==> config.mk <==
export PLATFORM = sky130hd
export DESIGN_NAME = fetch_stage
export DESIGN_NICKNAME = d
export VERILOG_FILES = /design/src/rtl/fetch_stage.sv
export SDC_FILE = /design/constraint.sdc
export NUM_CORES = 1
export LEC_CHECK = 0
export ABC_AREA = 1
export CAP_MARGIN = 5
export CORE_MARGIN = 2
export CORE_UTILIZATION = 35
export CTS_CLUSTER_DIAMETER = 120
export DETAILED_ROUTE_END_ITERATION = 10
export PLACE_DENSITY = 0.57
export SYNTH_ARGS = -nofsm -noshare
export SYNTH_HDL_FRONTEND = slang
export SYNTH_SLANG_ARGS = --single-unit
==> constraint.sdc <==
create_clock -name clk -period 4.8 [get_ports clk]
set_input_delay 0.48 -clock clk [delete_from_list [all_inputs] [get_ports clk]]
set_output_delay 0.48 -clock clk [all_outputs]
set_load 0.02 [all_outputs]
==> src/rtl/fetch_stage.sv <==
// Instruction fetch stage: PC register, BTB + 2-bit counter next-PC prediction,
// and the registered {pc, inst, predTaken} hand-off to decode.
module fetch_stage #(
    parameter logic [31:0] RESET_PC    = 32'h0000_0000,
    parameter int          BTB_ENTRIES = 16
) (
    input  logic        clk,
    input  logic        rst,
    input  logic        stall,
    input  logic        redirectValid,
    input  logic [31:0] redirectPc,
    input  logic        updateValid,
    input  logic [31:0] updatePc,
    input  logic        updateTaken,
    input  logic [31:0] updateTarget,
    output logic [31:0] imemAddr,
    input  logic [31:0] imemData,
    output logic [31:0] outPc,
    output logic [31:0] outInst,
    output logic        outPredTaken
);

    localparam int          IDX  = $clog2(BTB_ENTRIES);
    localparam int          TAGW = 30 - IDX;
    localparam logic [31:0] NOP  = 32'h0000_0013;

    logic [31:0]     pc;

    logic            btbValid  [BTB_ENTRIES];
    logic [TAGW-1:0] btbTag    [BTB_ENTRIES];
    logic [29:0]     btbTarget [BTB_ENTRIES];
    logic [1:0]      btbCnt    [BTB_ENTRIES];

    logic [IDX-1:0]  lookIdx;
    logic [TAGW-1:0] lookTag;
    logic [IDX-1:0]  updIdx;
    logic [TAGW-1:0] updTag;
    logic            lookHit;
    logic            updHit;
    logic            predTaken;
    logic [31:0]     predTarget;
    logic [31:0]     nextSeqPc;

    // Low address bits are word-alignment only; they never reach state.
    logic unusedLowBits;
    assign unusedLowBits = ^{redirectPc[1:0], updatePc[1:0], updateTarget[1:0]};

    assign imemAddr = pc;

    always_comb begin
        lookIdx    = pc[IDX+1:2];
        lookTag    = pc[31:IDX+2];
        updIdx     = updatePc[IDX+1:2];
        updTag     = updatePc[31:IDX+2];
        lookHit    = btbValid[lookIdx] && (btbTag[lookIdx] == lookTag);
        updHit     = btbValid[updIdx] && (btbTag[updIdx] == updTag);
        predTaken  = lookHit && btbCnt[lookIdx][1];
        predTarget = {btbTarget[lookIdx], 2'b00};
        nextSeqPc  = pc + 32'd4;
    end

    // Redirect beats stall: a mispredict must squash even a stalled wrong-path fetch.
    always_ff @(posedge clk) begin
        if (rst) begin
            pc           <= {RESET_PC[31:2], 2'b00};
            outPc        <= 32'h0;
            outInst      <= NOP;
            outPredTaken <= 1'b0;
        end else if (redirectValid) begin
            pc           <= {redirectPc[31:2], 2'b00};
            outPc        <= 32'h0;
            outInst      <= NOP;
            outPredTaken <= 1'b0;
        end else if (!stall) begin
            outPc        <= pc;
            outInst      <= imemData;
            outPredTaken <= predTaken;
            pc           <= predTaken ? predTarget : nextSeqPc;
        end
    end

    // Training runs independently of stall/redirect; a taken miss evicts the occupant.
    always_ff @(posedge clk) begin
        if (rst) begin
            for (int i = 0; i < BTB_ENTRIES; i++) begin
                btbValid[i] <= 1'b0;
                btbCnt[i]   <= 2'b01;
            end
        end else if (updateValid) begin
            if (updHit) begin
                if (updateTaken) begin
                    if (btbCnt[updIdx] != 2'b11) begin
                        btbCnt[updIdx] <= btbCnt[updIdx] + 2'd1;
                    end
                    btbTarget[updIdx] <= updateTarget[31:2];
                end else if (btbCnt[updIdx] != 2'b00) begin
                    btbCnt[updIdx] <= btbCnt[updIdx] - 2'd1;
                end
            end else if (updateTaken) begin
                btbValid[updIdx]  <= 1'b1;
                btbTag[updIdx]    <= updTag;
                btbTarget[updIdx] <= updateTarget[31:2];
                btbCnt[updIdx]    <= 2'b10;
            end
        end
    end

endmodule

==> impl_metrics.tcl, run 1 <==
set metrics [dict create \
    wire_per_inst_um 22.0 \
    syn_to_final_growth_pct 17.0 \
    syn_area_per_cell_um2 9.49 \
    fill_cells 13383 \
    post-cts-setup-buffers 0 \
    cp.required_ns 5.37 \
    hold_viol_final 0 \
    hold_class "in2reg" \
    dpl.hpwl_mm 96.8 \
    tightestPinTransition_ns 1.33 \
    rows 137 \
    grt_max_degree 182 \
    post-route-period-util_pct 79.6 \
    worstPathCellList "buf_12 > a21oi_1 > o21ai_0 > nand2_1 > o21ai_0 > nand2_1 > nand2_1 > o21ai_0 > nor2_1 > nand2_1 > nor2_2 > nand2_1 > buf_4 > nor2_1 > nor3_1" \
    setup_viol 0 \
    cp-start-kind "flip-flop" \
    dpl_cell_area_mm2 0.0538 \
    endpoint_kind "flip-flop" \
    worst-path-buf-inv 2 \
    routabilityCongestion 0.853 \
    grt_pass1_vias 34989 \
    cts_made_buffers 110 \
    clk_pin_slew_worst_paths_ns 0.06 \
    yosys_register_bits 1045 \
    via_per_inst 5.14 \
    htreeDepth 3 \
    mostFrequentLayoutCell "nand2_1" \
    grt_antenna_before_repair 18 \
    ir_drop_mv 0.300 \
    maxCapViolCount 0 \
    drt-total-wl_mm 160 \
    syn_area_mm2 0.0490 \
    leakagePower_nw 22.1 \
    powerDensity_mw_per_mm2 360 \
    cts_hold_buf 0 \
    whs_ns 0.290 \
    io_buffer_count 224 \
    fmax_mhz 262 \
    cp_slowest_cell "dfxtp_4" \
    vias 37472 \
    io_pins 231 \
    rsz0062_at_grt "false" \
    crit_path_frequent_cell "nand2_1" \
    crit_family "simple AND/OR/NAND/NOR gates" \
    root_buffer "clkbuf_16" \
    cts_sinks 1045 \
    die_w_um 378 \
    synth_seq_area_share_pct 61.6 \
    arrival_ns 4.39 \
    grt_pass1_wl_mm 233 \
    slew_headroom_pct 10.8 \
    power_mw 20.6 \
    skew_ns 0.0421 \
    synth_cell_types 35 \
    grt_overflow_total 0 \
    die_h_um 378 \
    dr.first_iter.drc_count 3719 \
    setup.worst_path.class "reg2reg" \
    drv_slew 0 \
    post-route-drc-count 0 \
    start_util_pct 35.2 \
    cts_max_path_buffers 3 \
    status "completed" \
    cts_tree "built" \
    layout_min_cycle_time_ns 3.82 \
    nets 5449 \
    core_mm2 0.139 \
    tns_ns 0 \
    post-route-util_pct 41.2 \
    drive_gt1_share_pct 7.30 \
    finish.instance_area_mm2 0.0574 \
    path_max_fanout 60 \
    grt_usage_pct 22.0 \
    final_antenna_net_count 0 \
    yosysWarnings 0 \
    syn_inst 5168 \
    first_pass_iters 6 \
    cpPeakStageDelay_ns 0.65 \
    clock_latency_ns 0.75 \
    syn_nets 5303 \
    post_cts_resized 0 \
    dieArea_mm2 0.143 \
    layout_common_cells "nand2_1, edfxtp_1, inv_1" \
]
-- area by class of cell --
type | count | area [um^2] | share of cell area (%)
Tap cell | 1876 | 2350 | 4.09
Timing Repair Buffer | 344 | 3570 | 6.23
Clock buffer | 148 | 2980 | 5.20
Inverter | 517 | 1960 | 3.41
Multi-Input combinational cell | 3296 | 15700 | 27.4
Sequential cell | 1045 | 30200 | 52.7
Clock inverter | 60 | 543 | 0.947
Antenna cell | 3 | 7.51 | 0.0131
-- stage by stage --
stage	worst slack, ns	std cells
finish	0.978	7289
global route	0.643	7288
CTS	1.01	7286
global placement	0.362	7078
floorplan	0.786	5168
detailed placement	0.385	7078
-- flip-flops by register name, indices dropped and copies added (netlist names), named ones only --
name          cells
btbValid         16
btbTag          416
imemAddr         32
btbCnt           32
outInst          32
btbTarget       480
outPredTaken      1
outPc            32
-- metal layers --
| metal | vias to the layer above | wire (um) | GRT usage [%] |
|---|---|---|---|
| met5 | - | 160 | 0 |
| met4 | 24 | 5960 | 8.29 |
| met3 | 295 | 12300 | 4.54 |
| met2 | 1294 | 74900 | 35.6 |
| met1 | 18115 | 67000 | 29.1 |
| li1 | 17744 | - | - |
-- report_power, final --
| group | total [mW] | switching (mW) | internal [mW] |
|---|---|---|---|
| Combinational | 2.13 | 1.47 | 0.655 |
| Clock | 8.44 | 3.74 | 4.70 |
| Sequential | 10.1 | 0.0771 | 9.98 |
| Total | 20.6 | 5.29 | 15.3 |
-- worst reg2reg max path: stages, from the launching register on --
cell and delay (ns):
dfxtp_4 0.65, buf_12 0.35, a21oi_1 0.14, o21ai_0 0.09, nand2_1 0.06, o21ai_0 0.16, nand2_1 0.10, nand2_1 0.41
o21ai_0 0.13, nor2_1 0.19, nand2_1 0.14, nor2_2 0.22, nand2_1 0.36, buf_4 0.35, nor2_1 0.22, nor3_1 0.07
-- cell usage after synthesis (all sizes together) --
| cell | n | area share, % |
|---|---|---|
| nor4 | 2 | 0.026 |
| nand4 | 13 | 0.18 |
| o22ai | 1 | 0.013 |
| buf | 194 | 2.0 |
| clkinv | 3 | 0.023 |
| nand2 | 1648 | 13 |
| clkbuf | 116 | 0.89 |
| and3 | 1 | 0.013 |
| a22oi | 10 | 0.15 |
| xor2 | 23 | 0.41 |
| dfxtp | 117 | 4.8 |
| mux2 | 35 | 0.80 |
| nor2 | 188 | 1.5 |
| xnor2 | 1 | 0.018 |
| o21ai | 363 | 3.7 |
| or2 | 3 | 0.038 |
| a21oi | 334 | 3.4 |
| nand3 | 401 | 4.1 |
| edfxtp | 928 | 57 |
| ha | 1 | 0.026 |
| nor3 | 13 | 0.13 |
| a211oi | 6 | 0.092 |
| o21bai | 3 | 0.046 |
| inv | 514 | 3.9 |
| mux2i | 85 | 1.7 |
| o211ai | 165 | 2.5 |
-- worst paths after layout --
path	cells after the start	from	end	slack [ns]
worst max-delay path	15	flip-flop	imemAddr[1]	0.98
worst min-delay path	3	imemData[9]	outInst[9]	0.29
worst max register to register	15	flip-flop	imemAddr[1]	0.98
worst min register to register	2	imemAddr[1]	imemAddr[1]	0.46
-- kinds of logic (layout without fill, tap and decap cells) --
| kind of cell | count (synthesis) | after routing | share of synthesized area (%) |
|---|---|---|---|
| DFF | 1045 | 1045 | 61.6 |
| xor gates and xnor gates | 24 | 24 | 0.429 |
| muxes | 120 | 120 | 2.54 |
| buffers and inverters | 827 | 1069 | 6.87 |
| AOI/OAI and AO/OA | 882 | 882 | 9.94 |
| adders and majority gates | 1 | 1 | 0.0255 |
| other | 0 | 3 | 0 |
| and+or+nand+nor | 2269 | 2269 | 18.6 |
Note: power is estimated with default switching activity, not from simulation.
==> run 2, diff against run 1 <==
Settings changed: PLACE_DENSITY 0.57 to 0.59.
Clock period 4.8 ns to 3.4 ns, I/O delays scaled along.
==> run 2 against run 1 <==
  * Highest routed layer unchanged
  * Flip-flop and latch count is the same
  * Critical endpoint is now btbTag[14][10]
  * Final cell count rose by 2.1%
  * Largest cell class unchanged
  * Cell area increased by 3.5%
  * Hold slack worse by 0.15 ns
==> impl_metrics.tcl, run 2 (synthesis gave the netlist of run 1 again) <==
set metrics [dict create \
    status "completed" \
    place_inst 7235 \
    final_antenna_net_count 0 \
    top_register "btbTarget" \
    setup_viol 0 \
    post-route-period-util_pct 95.8 \
    wire_per_inst_um 22.1 \
    syn_to_final_growth_pct 21.1 \
    hold_viol_final 0 \
    cp-start-kind "flip-flop" \
    skew_ns 0.0467 \
    root_buffer "clkbuf_16" \
    die_h_um 378 \
    post_cts_resized 0 \
    vias 38554 \
    endpoint_kind "flip-flop" \
    powerDensity_mw_per_mm2 502 \
    hold-path-cell-count 3 \
    cts_tree "built" \
    die_w_um 378 \
    cts_made_buffers 110 \
    drv_slew 0 \
    path_max_fanout 26 \
    rsz0062_at_grt "false" \
    leakagePower_nw 23.1 \
    mostFrequentLayoutCell "nand2_1" \
    setup.worst_path.class "reg2reg" \
    final_cell_count_no_fill 7442 \
    layout_common_cells "nand2_1, edfxtp_1, inv_1" \
    dpl.hpwl_mm 108 \
    cp.required_ns 3.73 \
    dieArea_mm2 0.143 \
    start_util_pct 35.2 \
    grt_usage_pct 22.5 \
    tightestPinTransition_ns 1.19 \
    maxCapViolCount 0 \
    drive_gt1_share_pct 10.1 \
    min_to "outInst[26]" \
    fmax_mhz 307 \
    grt_antenna_before_repair 10 \
    power_mw 29.8 \
    rows 137 \
    slew_headroom_pct 20.8 \
    grt_pass1_wl_mm 239 \
    grt_max_degree 142 \
    via_per_inst 5.18 \
    post-cts-setup-buffers 0 \
    core_mm2 0.139 \
    io_pins 231 \
    worstHoldStart "imemData[26]" \
    dr.first_iter.drc_count 3962 \
    layout_min_cycle_time_ns 3.26 \
    io_buffer_count 224 \
    routabilityCongestion 0.926 \
    ff2ff_setup_slack_ns 0.14 \
    drt-total-wl_mm 164 \
    dpl_cell_area_mm2 0.0557 \
    grt_overflow_total 0 \
    cts_max_path_buffers 3 \
    ir_drop_mv 0.409 \
    r2r-end "btbTag[14][10]" \
    post-route-drc-count 0 \
    largest_reg_flops 480 \
    nets 5607 \
    first_pass_iters 6 \
    arrival_ns 3.59 \
    hold_class "in2reg" \
    r2r_cells 16 \
    finish.instance_area_mm2 0.0594 \
    clk_pin_slew_worst_paths_ns 0.06 \
    rr_startpoint "btbTag[3][2]" \
    tns_ns 0 \
    cts_sinks 1045 \
    clock_latency_ns 0.76 \
    top_regs "btbTarget: 480 flops, btbTag: 416 flops" \
    cts_hold_buf 0 \
    grt_pass1_vias 36447 \
    htreeDepth 3 \
]
run 2: changes by cell type in the layout (fill, tap and decap cells not counted), sizes merged:
cell	change
buf	+157
clkbuf	-2
inv	-1
bufinv	+5
clkinv	-4
diode	-2
clkinvlp	-1
nor2	+1
run 2: worst max-delay path by stage:
stage,endpoint,cells past startpoint,slack (ns),from
2_1_floorplan,btbTag[0][0],20,-0.09,updatePc[2]
3_3_place_gp,btbTag[8][4],18,-0.37,updatePc[5]
3_5_place_dp,btbTag[14][0],18,-0.40,updatePc[5]
4_1_cts,btbTag[14][10],17,0.13,btbTag[1][2]
5_1_grt,btbTag[14][0],18,0.01,btbTag[0][15]
6_report,btbTag[14][10],16,0.14,btbTag[3][2]
run 2: routing by layer:
metal / up-vias / track usage (%) / wire [um]
li1: 18068 / - / -
met1: 18670 / 30.1 / 67600
met2: 1534 / 36.8 / 77700
met3: 272 / 4.54 / 13700
met4: 10 / 6.92 / 5200
met5: - / 0 / 68
run 2: final cells by class:
type,count,area [um^2]
Multi-Input combinational cell,3297,15800
Antenna cell,1,2.50
Timing Repair Buffer,501,5400
Fill cell,13343,80000
Inverter,517,1960
Clock buffer,146,3050
Sequential cell,1045,30200
Clock inverter,59,657
Tap cell,1876,2350
run 2: metrics by stage:
step	setup slack [ns]	hold WS (ns)	util [%]
floorplan	-0.0859	0.428	-
global placement	-0.374	0.442	39.9
detailed placement	-0.403	0.454	39.9
CTS	0.133	0.0909	42.6
global route	0.00971	0.116	42.6
finish	0.142	0.136	42.6
run 2: worst max-delay path, stage by stage, from the launching register on:
cell and delay [ns]:
edfxtp_1 0.35, inv_1 0.19, nor2_1 0.07, a21oi_1 0.11
nand2_1 0.06, nand2_1 0.05, nand2_1 0.06, o21ai_0 0.17
nand2_1 0.14, nand2_1 0.09, nor2_1 0.04, nand2_1 0.06
nor2_1 0.09, nand3_1 0.14, nand4_2 0.11, buf_4 0.19
nor2_4 0.88
run 2: report_power, final:
group | internal [mW] | total, mW | switching [mW]
sequential | 14.1 | 14.2 | 0.0949
combinational | 1.10 | 3.24 | 2.14
clock | 7.16 | 12.4 | 5.25
